<file path="src/rtl/gigatron_spi_target.sv">
`default_nettype none
// ============================================================================
// Module   : gigatron_spi_target
// Purpose  : SPI mode-0 responder for the Gigatron bit-banged ctrl-port bus.
// Revision : 1.0
// ============================================================================
module gigatron_spi_target #(
    parameter int         SYNC_STAGES = 2,
    parameter logic [7:0] IDLE_BYTE   = 8'hFF
) (
    input  logic       clock,
    input  logic       reset,
    input  logic       sclk,
    input  logic       ss_n,
    input  logic       mosi,
    output logic       miso,
    output logic [7:0] rx_data,
    output logic       rx_valid,
    input  logic [7:0] tx_data,
    input  logic       tx_load,
    output logic       tx_ready,
    output logic       active,
    output logic       abort
);

    localparam int c_STAGES = (SYNC_STAGES < 2) ? 2 : SYNC_STAGES;
    localparam int c_EDGE_W = c_STAGES + 1;

    typedef enum logic [0:0] {
        ST_IDLE  = 1'b0,
        ST_FRAME = 1'b1
    } state_t;

    // sclk/ss_n carry one extra flop so the edge compare uses two settled stages
    logic [c_EDGE_W-1:0] r_sclk_sync;
    logic [c_EDGE_W-1:0] r_ss_sync;
    logic [c_STAGES-1:0] r_mosi_sync;

    state_t     r_state;
    logic       r_miso;
    logic [7:0] r_rx_data;
    logic       r_rx_valid;
    logic       r_tx_empty;
    logic       r_active;
    logic       r_abort;
    logic [2:0] r_bitcnt;
    logic [7:0] r_rx_shift;
    logic [7:0] r_tx_shift;
    logic [7:0] r_tx_hold;

    logic       w_sclk_rise;
    logic       w_sclk_fall;
    logic       w_ss_fall;
    logic       w_ss_rise;
    logic       w_mosi_s;
    logic       w_accept;
    logic [7:0] w_load_byte;
    logic [7:0] w_rx_next;

    assign w_sclk_rise = r_sclk_sync[c_EDGE_W-2] & ~r_sclk_sync[c_EDGE_W-1];
    assign w_sclk_fall = ~r_sclk_sync[c_EDGE_W-2] & r_sclk_sync[c_EDGE_W-1];
    assign w_ss_fall   = ~r_ss_sync[c_EDGE_W-2] & r_ss_sync[c_EDGE_W-1];
    assign w_ss_rise   = r_ss_sync[c_EDGE_W-2] & ~r_ss_sync[c_EDGE_W-1];
    assign w_mosi_s    = r_mosi_sync[c_STAGES-1];
    assign w_accept    = tx_load & r_tx_empty;
    assign w_load_byte = r_tx_empty ? IDLE_BYTE : r_tx_hold;
    assign w_rx_next   = {r_rx_shift[6:0], w_mosi_s};

    always_ff @(posedge clock) begin
        if (reset) begin
            r_sclk_sync <= {c_EDGE_W{1'b0}};
            r_ss_sync   <= {c_EDGE_W{1'b1}};
            r_mosi_sync <= {c_STAGES{1'b1}};
            r_state     <= ST_IDLE;
            r_miso      <= 1'b1;
            r_rx_data   <= 8'h00;
            r_rx_valid  <= 1'b0;
            r_tx_empty  <= 1'b1;
            r_active    <= 1'b0;
            r_abort     <= 1'b0;
            r_bitcnt    <= 3'd0;
            r_rx_shift  <= 8'h00;
            r_tx_shift  <= 8'h00;
            r_tx_hold   <= 8'h00;
        end else begin
            r_sclk_sync <= {r_sclk_sync[c_EDGE_W-2:0], sclk};
            r_ss_sync   <= {r_ss_sync[c_EDGE_W-2:0], ss_n};
            r_mosi_sync <= {r_mosi_sync[c_STAGES-2:0], mosi};
            r_rx_valid  <= 1'b0;
            r_abort     <= 1'b0;

            if (w_accept) begin
                r_tx_hold  <= tx_data;
                r_tx_empty <= 1'b0;
            end

            // A reload consumes the old holding state; a same-cycle load refills it
            case (r_state)
                ST_IDLE: begin
                    if (w_ss_fall) begin
                        r_state    <= ST_FRAME;
                        r_active   <= 1'b1;
                        r_bitcnt   <= 3'd0;
                        r_miso     <= w_load_byte[7];
                        r_tx_shift <= {w_load_byte[6:0], 1'b0};
                        if (!w_accept) begin
                            r_tx_empty <= 1'b1;
                        end
                    end
                end
                ST_FRAME: begin
                    if (w_ss_rise) begin
                        r_state  <= ST_IDLE;
                        r_active <= 1'b0;
                        r_miso   <= 1'b1;
                        r_bitcnt <= 3'd0;
                        r_abort  <= (r_bitcnt != 3'd0);
                    end else if (w_sclk_rise) begin
                        r_rx_shift <= w_rx_next;
                        r_bitcnt   <= r_bitcnt + 3'd1;
                        if (r_bitcnt == 3'd7) begin
                            r_rx_data  <= w_rx_next;
                            r_rx_valid <= 1'b1;
                            r_tx_shift <= w_load_byte;
                            if (!w_accept) begin
                                r_tx_empty <= 1'b1;
                            end
                        end
                    end else if (w_sclk_fall) begin
                        r_miso     <= r_tx_shift[7];
                        r_tx_shift <= {r_tx_shift[6:0], 1'b0};
                    end
                end
                default: begin
                    r_state <= ST_IDLE;
                end
            endcase
        end
    end

    assign miso     = r_miso;
    assign rx_data  = r_rx_data;
    assign rx_valid = r_rx_valid;
    assign tx_ready = r_tx_empty;
    assign active   = r_active;
    assign abort    = r_abort;

endmodule
`default_nettype wire

</file>
<file path="config.mk">
export PLATFORM = sky130hd
export DESIGN_NAME = gigatron_spi_target
export DESIGN_NICKNAME = d
export VERILOG_FILES = /design/src/rtl/gigatron_spi_target.sv
export SDC_FILE = /design/constraint.sdc
export NUM_CORES = 1
export LEC_CHECK = 0
export ABC_CLOCK_PERIOD_IN_PS = 1900
export CORE_MARGIN = 8
export CORE_UTILIZATION = 53
export CTS_CLUSTER_SIZE = 8
export DETAILED_ROUTE_END_ITERATION = 16
export PLACE_DENSITY = 0.78
export SYNTH_ARGS = -nofsm -noshare
export SYNTH_HDL_FRONTEND = slang
export SYNTH_SLANG_ARGS = --single-unit
export TNS_END_PERCENT = 5
</file>
<file path="constraint.sdc">
create_clock -name clock -period 1.9 [get_ports clock]
set_input_delay 0.19 -clock clock [delete_from_list [all_inputs] [get_ports clock]]
set_output_delay 0.19 -clock clock [all_outputs]
set_load 0.005 [all_outputs]
</file>
Word-level counts from Yosys, hierarchy flattened
Index checks and enable logic that the tools add are counted.

storage, ports and cells
  input bits = 14
  logic and storage cells = 75
  register bits = 48
  output and inout bits = 13

cells by class
  mux-type cells = 30
  reductions and logical operators = 9
  equality and inequality tests = 9
  bitwise logic cells = 12
  add/sub/neg operators = 1

operator list
  kind                                                    count
  2-to-1 mux 8 bit                                        6
  case mux 8 bit (2 select lines)                         1
  2-to-1 mux 1 bit                                        15
  2-to-1 mux 3 bit                                        3
  inequality test 3 x 1 -> 1 bit (second input constant)  3
  case mux 1 bit (2 select lines)                         4
  AND reduction 4 bit                                     2
  inverter 1 bit                                          7
  inequality test 3 x 2 -> 1 bit (second input constant)  2
  case mux 3 bit (2 select lines)                         1
  AND reduction 3 bit                                     2
  bitwise AND 1 bit                                       5
  inequality test 2 bit (second input constant)           2
  AND reduction 2 bit                                     2
  OR reduction 4 bit                                      1
  adder 3 x 1 -> 3 bit (second input constant)            1
  == test 3 bit (second input constant)                   1
  nonzero test 3 bit                                      1
  OR reduction 3 bit                                      1
  inequality test 2 x 1 -> 1 bit (second input constant)  1

Depth between registers and ports, before layout
Gate-level depths: netlist of the first run.

  depth after elaboration = 7
  depth in mapped cells = 7
  mapped depth without buffers = 6

Worst setup path before layout of the first run
OpenSTA, ideal clock, no wires.

  path kind = register to register
  from = register r_bitcnt[0]
  to = register r_tx_shift[1]
  setup time = 0.125 ns
  buffers on the path = 1
  stages on the path, launching flop included = 8
  period minus slack after synthesis = 1.559 ns
  arrival = 1.434 ns
  setup slack = 0.341 ns
  data required time = 1.775 ns
  cells stage by stage = dfxtp_1 ha_1 ha_1 nand3b_1 a211oi_4 or2_1 buf_6 a31oi_1

between the ends
  longest elaborated chain between the ends = 3

ends and longest elaborated chain
  element                                   RTL line  source
  from (decl)                               46        logic [2:0] r_bitcnt;
  from (signal assigned)                    120       r_bitcnt <= r_bitcnt + 3'd1;
  == test 3 bit                             121       if (r_bitcnt == 3'd7) begin
  inequality test 3 x 2 -> 1 bit (no line)  n/a
  AND reduction 4 bit (no line)             n/a
  to (signal assigned)                      105       r_tx_shift <= {w_load_byte[6:0], 1'b0};
  to (signal assigned)                      124       r_tx_shift <= w_load_byte;
  to (signal assigned)                      131       r_tx_shift <= {r_tx_shift[6:0], 1'b0};
  to (decl)                                 48        logic [7:0] r_tx_shift;

Every way passes these cells.
A chain may end at the register's enable or synchronous reset.

Final worst setup path of the first run
  from = register r_bitcnt[1]
  to = register r_rx_data[4] (netlist: rx_data[4])

between the ends
  longest elaborated chain between the ends = 2

ends and longest elaborated chain
  element                        RTL line  source
  == test 3 bit                  121
  AND reduction 4 bit (no line)  n/a
  to (signal assigned)           122       r_rx_data <= w_rx_next;
  to (decl)                      41        logic [7:0] r_rx_data;

Every way passes these cells.

==> results_dict.tcl, run 1 <==
set metrics [dict create \
    drc 0 \
    slew_viol_final 0 \
    criticalPathCategory "register to register" \
    clk_pin_slew_ps 80 \
    synthAdderAreaFrac_pct 2.51 \
    syn_area_per_cell_um2 9.19 \
    io_pins 27 \
    arrival_ps 1980 \
    synth_seq_area_share_pct 48.2 \
    cts_resized 0 \
    path_delay_family "simple AND/OR/NAND/NOR gates" \
    netlist_area_um2 1990 \
    setup_viol 0 \
    synth_compound_area_share_pct 17.1 \
    cp-startpoint "r_bitcnt[1]" \
    path_common_cell "ha_1" \
    synth_top_family_by_area "simple AND/OR/NAND/NOR gates" \
    start_util_pct 54.9 \
    coreArea_um2 3630 \
    max_freq_mhz 559 \
    postSynthCellCount 217 \
    first_global_vias 1587 \
    cts_tree "built" \
    synth_cell_types 36 \
    hpwl_um 2890 \
    p_leak_nw 0.966 \
    cp_slowest_cell "or3_1" \
    cp.depth 6 \
    cts_root_buffer "clkbuf_8" \
    cts_buffers 5 \
    first_pass_iters 4 \
    ctsHtreeMaxLevel 2 \
    max-cap-violations 0 \
    ant_nets 0 \
    ys_warn_count 0 \
    worstMarginPinSlew_ps 451 \
    path_buf_inv 0 \
    die_x_um 77.3 \
    synth-xor-area-share_pct 0 \
    grt_max_degree 28 \
    reg2reg_from "r_bitcnt[1]" \
    wl_per_cell_um 14.2 \
    dieArea_um2 5980 \
    tns_ps 0 \
    fp.dieH_um 77.3 \
    synth_top_area_share_pct 48.2 \
    r2r_end "rx_data[4]" \
    vias 1604 \
    post-place-ws_ps 126 \
    fin_crit_ps 1790 \
    slowest_delay_ps 550 \
    yosys.area_share.simple_pct 19.3 \
    clockBufferDepth 2 \
    reg2reg_setup_slack_ps 110 \
    drt_iter0_drc 122 \
    endpoint_kind "register" \
    fin_nets 263 \
    synthToLayoutAreaGrowth_pct 21.1 \
    synth_common_cells "48 x dfxtp_1, 22 x nor2_1, 21 x a21oi_1" \
    slew_headroom_pct 69.9 \
    postLayoutSetupSlackWorst_ps 111 \
    yosys-top-cells-area "dfxtp_1 48%, mux2i_1 7.5%, a21oi_1 5.3%, nor2_1 4.1%, nand3_1 3.0%" \
    post-cts-setup-buffer-count 0 \
    routed_wl_um 4180 \
    skew_ps 4.38 \
    min_path_type "register to register" \
    synth_seq_cells 48 \
    drive_gt1_share_pct 10.2 \
    gp_congestion 0.842 \
    row_count 22 \
    synth_fp_nets 235 \
    synth-edff-count 0 \
    synthArstFlopShare_pct 0 \
    synth_ff_type "dfxtp_1" \
    status "completed" \
    rsz0062_at_grt "false" \
    clock_latency_ps 300 \
    finalCritPeriodShare_pct 94.1 \
    diodes 0 \
    hold_buffers 0 \
    crit_chain "ha_1 > ha_1 > nand3b_1 > or3_1 > mux2i_1 > nor2_1" \
    power.density_nw_per_um2 813 \
    r2r_cells 6 \
    antenna_found_initial 0 \
    peakVddDrop_mv 0.463 \
    synth_mux_area_share_pct 7.53 \
    overflow 0 \
    critPathRequiredTime_ps 2100 \
    crit_end "rx_data[4]" \
    crit_fanout 8 \
    grt_pass1_wl_um 7160 \
    cp-start-kind "register" \
    track_usage_pct 14.4 \
    synth_largest_area_cell "dfxtp_1" \
    vias_per_cell 5.46 \
    cts.sinks 48 \
    io_buffers 26 \
    hold_violations 0 \
    synth.most_common_cell "dfxtp_1" \
]
[registers in the layout, indices dropped and copies added (netlist names)]
register     flops
r_ss_sync        3
r_tx_hold        8
rx_valid         1
r_mosi_sync      2
r_rx_shift       7
active           1
r_tx_shift       8
tx_ready         1
r_state          1
r_bitcnt         3
abort            1
miso             1
r_sclk_sync      3
rx_data          8
[worst reg2reg max path, cell delays in order, from the launching register on]
cell and delay [ps]:
dfxtp_1 360, ha_1 200, ha_1 160, nand3b_1 130
or3_1 550, mux2i_1 240, nor2_1 50
[metal layers]
layer  GRT usage [%]  routed length [um]  up-vias
li1                -                   -      819
met1            17.0                2060      745
met5               0                   0        -
met4            6.23                  61        0
met2            23.3                1870       33
met3            4.78                 187        7
[worst min path at each step]
stage / cells after the start / startpoint / slack, ps / end
floorplan: 1 / reset / 280 / abort
global placement: 1 / r_mosi_sync[0] / 390 / r_mosi_sync[1]
detailed placement: 1 / r_ss_sync[0] / 390 / r_ss_sync[1]
CTS: 1 / r_ss_sync[0] / 410 / r_ss_sync[1]
global route: 1 / r_ss_sync[0] / 430 / r_ss_sync[1]
finish: 1 / r_ss_sync[0] / 410 / r_ss_sync[1]
[power by group]
part           internal (W)  switching [W]
Sequential          0.00104      0.0000265
Combinational     0.0000912      0.0000905
Clock              0.000391       0.000325
Total               0.00152       0.000442
[cell families (layout without fill, tap and decap cells)]
| logic type | count (synthesis) | count (layout) |
|---|---|---|
| flops | 48 | 48 |
| mux | 15 | 15 |
| simple gates | 77 | 77 |
| buf+inv | 21 | 50 |
| fa+ha+maj | 4 | 4 |
| compound gates | 52 | 52 |
[layout by cell type (no fill, tap or decap), drive strengths merged, types with 5 or more instances in the layout]
master / synthesis / layout
clkbuf: 8 / 6
or2: 6 / 6
a32oi: 6 / 6
inv: 5 / 5
dfxtp: 48 / 48
nand2: 13 / 13
mux2i: 15 / 15
nor2: 22 / 22
a21oi: 21 / 21
nor2b: 5 / 5
clkdlybuf4s50: 0 / 26
buf: 7 / 10
o31ai: 8 / 8
or3: 8 / 8
nand3: 12 / 12
o21ai: 9 / 9
[through the flow]
step                      instances  area [um2]  power (W)  util [%]  hold slack [ps]
after CTS                       294        2410    0.00197      66.4              411
after detailed placement        286        2310    0.00127      63.5              392
after global routing            294        2410    0.00205      66.4              433
final                           294        2410    0.00196      66.4              412
after global placement          286        2310    0.00127      63.5              393
after floorplan                 217        1990    0.00120         -              280
[final cells by class]
cell class,count,area (um2)
clock buffer,6,72.6
clock inverter,2,35.0
fill,296,1220
inverter,6,25.0
multi-input combinational,148,925
sequential,48,961
tap,48,60.1
timing repair buffer,36,335
No activity file was read; power rests on OpenSTA's default activity.
==> run 2, diff against run 1 <==
Settings changed: ABC_CLOCK_PERIOD_IN_PS 1900 to 2150, CORE_UTILIZATION 53 to 58, PLACE_DENSITY 0.78 to 0.85, REMOVE_ABC_BUFFERS from default to 1.
Clock period 1.9 ns to 2.15 ns, I/O delays scaled along.
==> results_dict.tcl, run 2 (synthesis gave the netlist of run 1 again) <==
set metrics [dict create \
    arrival_ps 2070 \
    power_frac_seq_pct 61.4 \
    hold_buffers 0 \
    p_comb_share_pct 10.3 \
    clockBufferDepth 2 \
    hold_violations 0 \
    cts_root_buffer "clkbuf_4" \
    finalCritPeriodShare_pct 83.5 \
    row_count 21 \
    power.density_nw_per_um2 651 \
    grt_max_degree 28 \
    cts_resized 0 \
    antenna_found_initial 0 \
    switching_share_pct 24.7 \
    synthToLayoutAreaGrowth_pct 17.9 \
    routed_wl_um 3990 \
    max-cap-violations 0 \
    peakVddDrop_mv 0.486 \
    cp-start-kind "register" \
    vias 1568 \
    track_usage_pct 15.3 \
    die_x_um 74.6 \
    drt_iter0_drc 132 \
    cts_buffers 5 \
    ctsHtreeMaxLevel 2 \
    io_pins 27 \
    dieArea_um2 5570 \
    drc 0 \
    gp_congestion 0.802 \
    fin_crit_ps 1800 \
    utilization_pct 71.0 \
    cts_tree "built" \
    crit_fanout 8 \
    ant_nets 0 \
    vias_per_cell 5.41 \
    fp.dieH_um 74.6 \
    first_global_vias 1538 \
    grt_pass1_wl_um 6620 \
    pwr-share-clk_pct 28.3 \
    tns_ps 0 \
    max_freq_mhz 557 \
    layout_common_cells "48 x dfxtp_1, 26 x clkdlybuf4s50_1, 22 x nor2_1" \
    p_leak_nw 0.940 \
    diodes 0 \
    clock_latency_ps 370 \
    min_path_type "primary input to register" \
    critPathRequiredTime_ps 2420 \
    criticalPathCategory "register to register" \
    cts.sinks 48 \
    post-cts-setup-buffer-count 0 \
    rsz0062_at_grt "false" \
    layout_commonest_cell "dfxtp_1" \
    clk_pin_slew_ps 130 \
    status "completed" \
    p_sw_w 0.000378 \
    worstMarginPinSlew_ps 448 \
    endpoint_kind "register" \
    io_buffers 26 \
    setup_viol 0 \
    start_util_pct 60.2 \
    hpwl_um 2790 \
    fin_nets 261 \
    first_pass_iters 4 \
    slew_viol_final 0 \
    register_area_um2 961 \
    p_int_w 0.00115 \
    fillers 286 \
    multi_input_area_um2 925 \
    slew_headroom_pct 70.1 \
    wl_per_cell_um 13.7 \
    skew_ps 5.04 \
    drive_gt1_share_pct 9.84 \
    overflow 0 \
    coreArea_um2 3310 \
]
## run 2: changes by cell type in the layout (fill, tap and decap cells not counted), sizes merged
cell and delta:
buf -2, bufinv -1, clkinv +1
## run 2: critical path, stage by stage, from the launching register on
cell	delay (ps)
dfxtp_1	380
ha_1	190
ha_1	150
nand3b_1	140
or3_1	550
mux2i_1	250
nor2_1	50
## run 2: stage by stage
stage	instances	instance area, um2	hold slack, ps	worst slack [ps]	power, W
floorplan	202	1910	284	3.10	0.00104
global route	290	2350	379	215	0.00160
CTS	290	2350	382	322	0.00154
detailed placement	282	2290	396	333	0.00112
global placement	282	2290	392	470	0.00111
finish	290	2350	388	355	0.00153
## run 2: area by class of cell
type                       count  share of cell area, %
sequential                    48                   40.9
multi-input combinational    148                   39.4
timing repair buffer          34                   13.6
tap                           46                   2.45
clock buffer                   6                   2.18
inverter                       6                   1.06
clock inverter                 2                  0.426
## run 2: final timing paths
kind	from	slack [ps]	cells after the start	end
worst max-delay path	r_bitcnt[1]	350	6	rx_data[0]
worst max register to register	r_bitcnt[1]	350	6	rx_data[0]
worst min register to register	r_ss_sync[0]	430	1	r_ss_sync[1]
worst min-delay path	tx_data[3]	390	3	r_tx_hold[3]
## run 2: metal layers
metal | wire [um] | GRT usage, % | part of all wire, %
met1 | 1870 | 18.4 | 47
met2 | 1870 | 24.6 | 47
met3 | 163 | 3.60 | 4.1
met4 | 85 | 8.48 | 2.1
met5 | 0 | 0 | 0
## run 2: power groups by stage
stage	clock [W]	sequential [W]	combinational [W]
6_report	0.000433	0.000940	0.000157
4_1_cts	0.000444	0.000940	0.000158
3_5_place_dp	0	0.000960	0.000157
2_1_floorplan	0	0.000963	0.0000749
3_3_place_gp	0	0.000958	0.000155
5_1_grt	0.000480	0.000945	0.000174
==> run 3, diff against run 2 <==
Settings changed: ABC_CLOCK_PERIOD_IN_PS 2150 to 1810, CORE_UTILIZATION 58 to 53, PLACE_DENSITY 0.85 to 0.78.
Clock period 2.15 ns to 1.81 ns, I/O delays scaled along.
==> results_dict.tcl, run 3 (synthesis gave the netlist of run 1 again) <==
set metrics [dict create \
    cp_slowest_cell "dfxtp_1" \
    reg2reg_setup_slack_ps 120 \
    drc 0 \
    p_leak_nw 0.963 \
    reg2reg_from "r_bitcnt[0]" \
    start_util_pct 54.9 \
    cts_resized 1 \
    io_buffers 26 \
    gp_congestion 0.796 \
    switching_share_pct 23.6 \
    p_int_w 0.00160 \
    endpoint_kind "register" \
    wl_per_cell_um 13.5 \
    cp-start-kind "register" \
    status "completed" \
    routed_wl_um 3960 \
    grt_max_degree 30 \
    postLayoutSetupSlackWorst_ps 122 \
    crit_chain "ha_1 > ha_1 > nand3b_1 > a211oi_4 > or2_1 > a31oi_1" \
    r2r_cells 6 \
    layout_common_cells "48 x dfxtp_1, 26 x clkdlybuf4s50_1, 22 x nor2_1" \
    post-cts-setup-buffer-count 0 \
    ant_nets 0 \
    track_usage_pct 13.8 \
    diodes 0 \
    max-cap-violations 0 \
    hpwl_um 2760 \
    p_comb_share_pct 9.0 \
    overflow 0 \
    coreArea_um2 3630 \
    rsz0062_at_grt "false" \
    pwr-share-clk_pct 37.7 \
    finalCritPeriodShare_pct 93.2 \
    r2r_end "r_tx_shift[1]" \
    p_sw_w 0.000494 \
    slowest_delay_ps 380 \
    hold_buffers 0 \
    first_pass_iters 4 \
    die_x_um 77.3 \
    peakVddDrop_mv 0.497 \
    min_path_cells 1 \
    critPathRequiredTime_ps 2000 \
    vias 1604 \
    slew_headroom_pct 70.5 \
    path_buf_inv 0 \
    cts_tree "built" \
    skew_ps 3.69 \
    power_frac_seq_pct 53.4 \
    tns_ps 0 \
    fin_crit_ps 1690 \
    clockBufferDepth 2 \
    post-place-ws_ps -1.39 \
    min_path_type "register to register" \
    antenna_found_initial 0 \
    crit_fanout 7 \
    drt_iter0_drc 168 \
    arrival_ps 1870 \
    first_global_vias 1466 \
    clk_pin_slew_ps 90 \
    vias_per_cell 5.49 \
    worstHoldStart "r_ss_sync[0]" \
    hold_violations 0 \
    layout_commonest_cell "dfxtp_1" \
    cts.sinks 48 \
    final_cells 292 \
    power.density_nw_per_um2 865 \
    criticalPathCategory "register to register" \
    max_freq_mhz 593 \
    drive_gt1_share_pct 10.2 \
    fillers 314 \
    fin_nets 261 \
    path_delay_family "simple AND/OR/NAND/NOR gates" \
    utilization_pct 66.7 \
    worstMarginPinSlew_ps 442 \
    io_pins 27 \
    dp_cells 284 \
    cts_root_buffer "clkbuf_8" \
    ctsHtreeMaxLevel 2 \
    fp.dieH_um 77.3 \
    min_to "r_ss_sync[1]" \
    clock_latency_ps 300 \
    slew_viol_final 0 \
    row_count 22 \
    cts_buffers 5 \
    path_common_cell "ha_1" \
    synthToLayoutAreaGrowth_pct 21.6 \
    setup_viol 0 \
    grt_pass1_wl_um 6790 \
    dieArea_um2 5980 \
]
run 3: power by group through the flow:
| stage | logic (W) | clock network, W | registers (W) |
|---|---|---|---|
| after floorplan | 0.0000890 | 0 | 0.00114 |
| after global placement | 0.000185 | 0 | 0.00114 |
| after detailed placement | 0.000187 | 0 | 0.00114 |
| after CTS | 0.000188 | 0.000800 | 0.00112 |
| after global routing | 0.000211 | 0.000844 | 0.00112 |
| final | 0.000188 | 0.000789 | 0.00112 |
run 3: how the worst max path moves through the flow:
stage / from / to / slack (ps) / depth (start not counted)
global placement: r_bitcnt[0] / rx_data[4] / 120 / 6
CTS: r_bitcnt[0] / rx_data[3] / 130 / 6
global route: r_bitcnt[0] / r_tx_shift[1] / 6 / 6
detailed placement: r_bitcnt[0] / rx_data[3] / -1 / 6
finish: r_bitcnt[0] / r_tx_shift[1] / 120 / 6
floorplan: r_state / r_rx_shift[0] / -340 / 4
run 3: cell type report:
| type | instances | area (um2) | share of cell area [%] |
|---|---|---|---|
| flip-flops and latches | 48 | 961 | 39.6 |
| repair buffers | 34 | 333 | 13.7 |
| clock buffers | 5 | 68.8 | 2.84 |
| well taps | 48 | 60.1 | 2.48 |
| clock inverters | 3 | 46.3 | 1.91 |
| multi-input cells | 148 | 930 | 38.4 |
| inverters | 6 | 25.0 | 1.03 |
run 3: stage by stage:
step                      cell area (um2)  hold slack (ps)  power, W
after global routing                 2420              437   0.00218
after floorplan                      1910              250   0.00123
after CTS                            2420              417   0.00211
final                                2420              415   0.00210
after detailed placement             2300              395   0.00133
after global placement               2300              391   0.00133
run 3: routing by layer:
layer / vias up / share of wire [%] / GRT usage [%]
li1: 820 / - / -
met1: 745 / 50 / 17.9
met2: 32 / 44 / 20.4
met3: 7 / 4.1 / 4.43
met4: 0 / 1.8 / 6.23
met5: - / 0 / 0
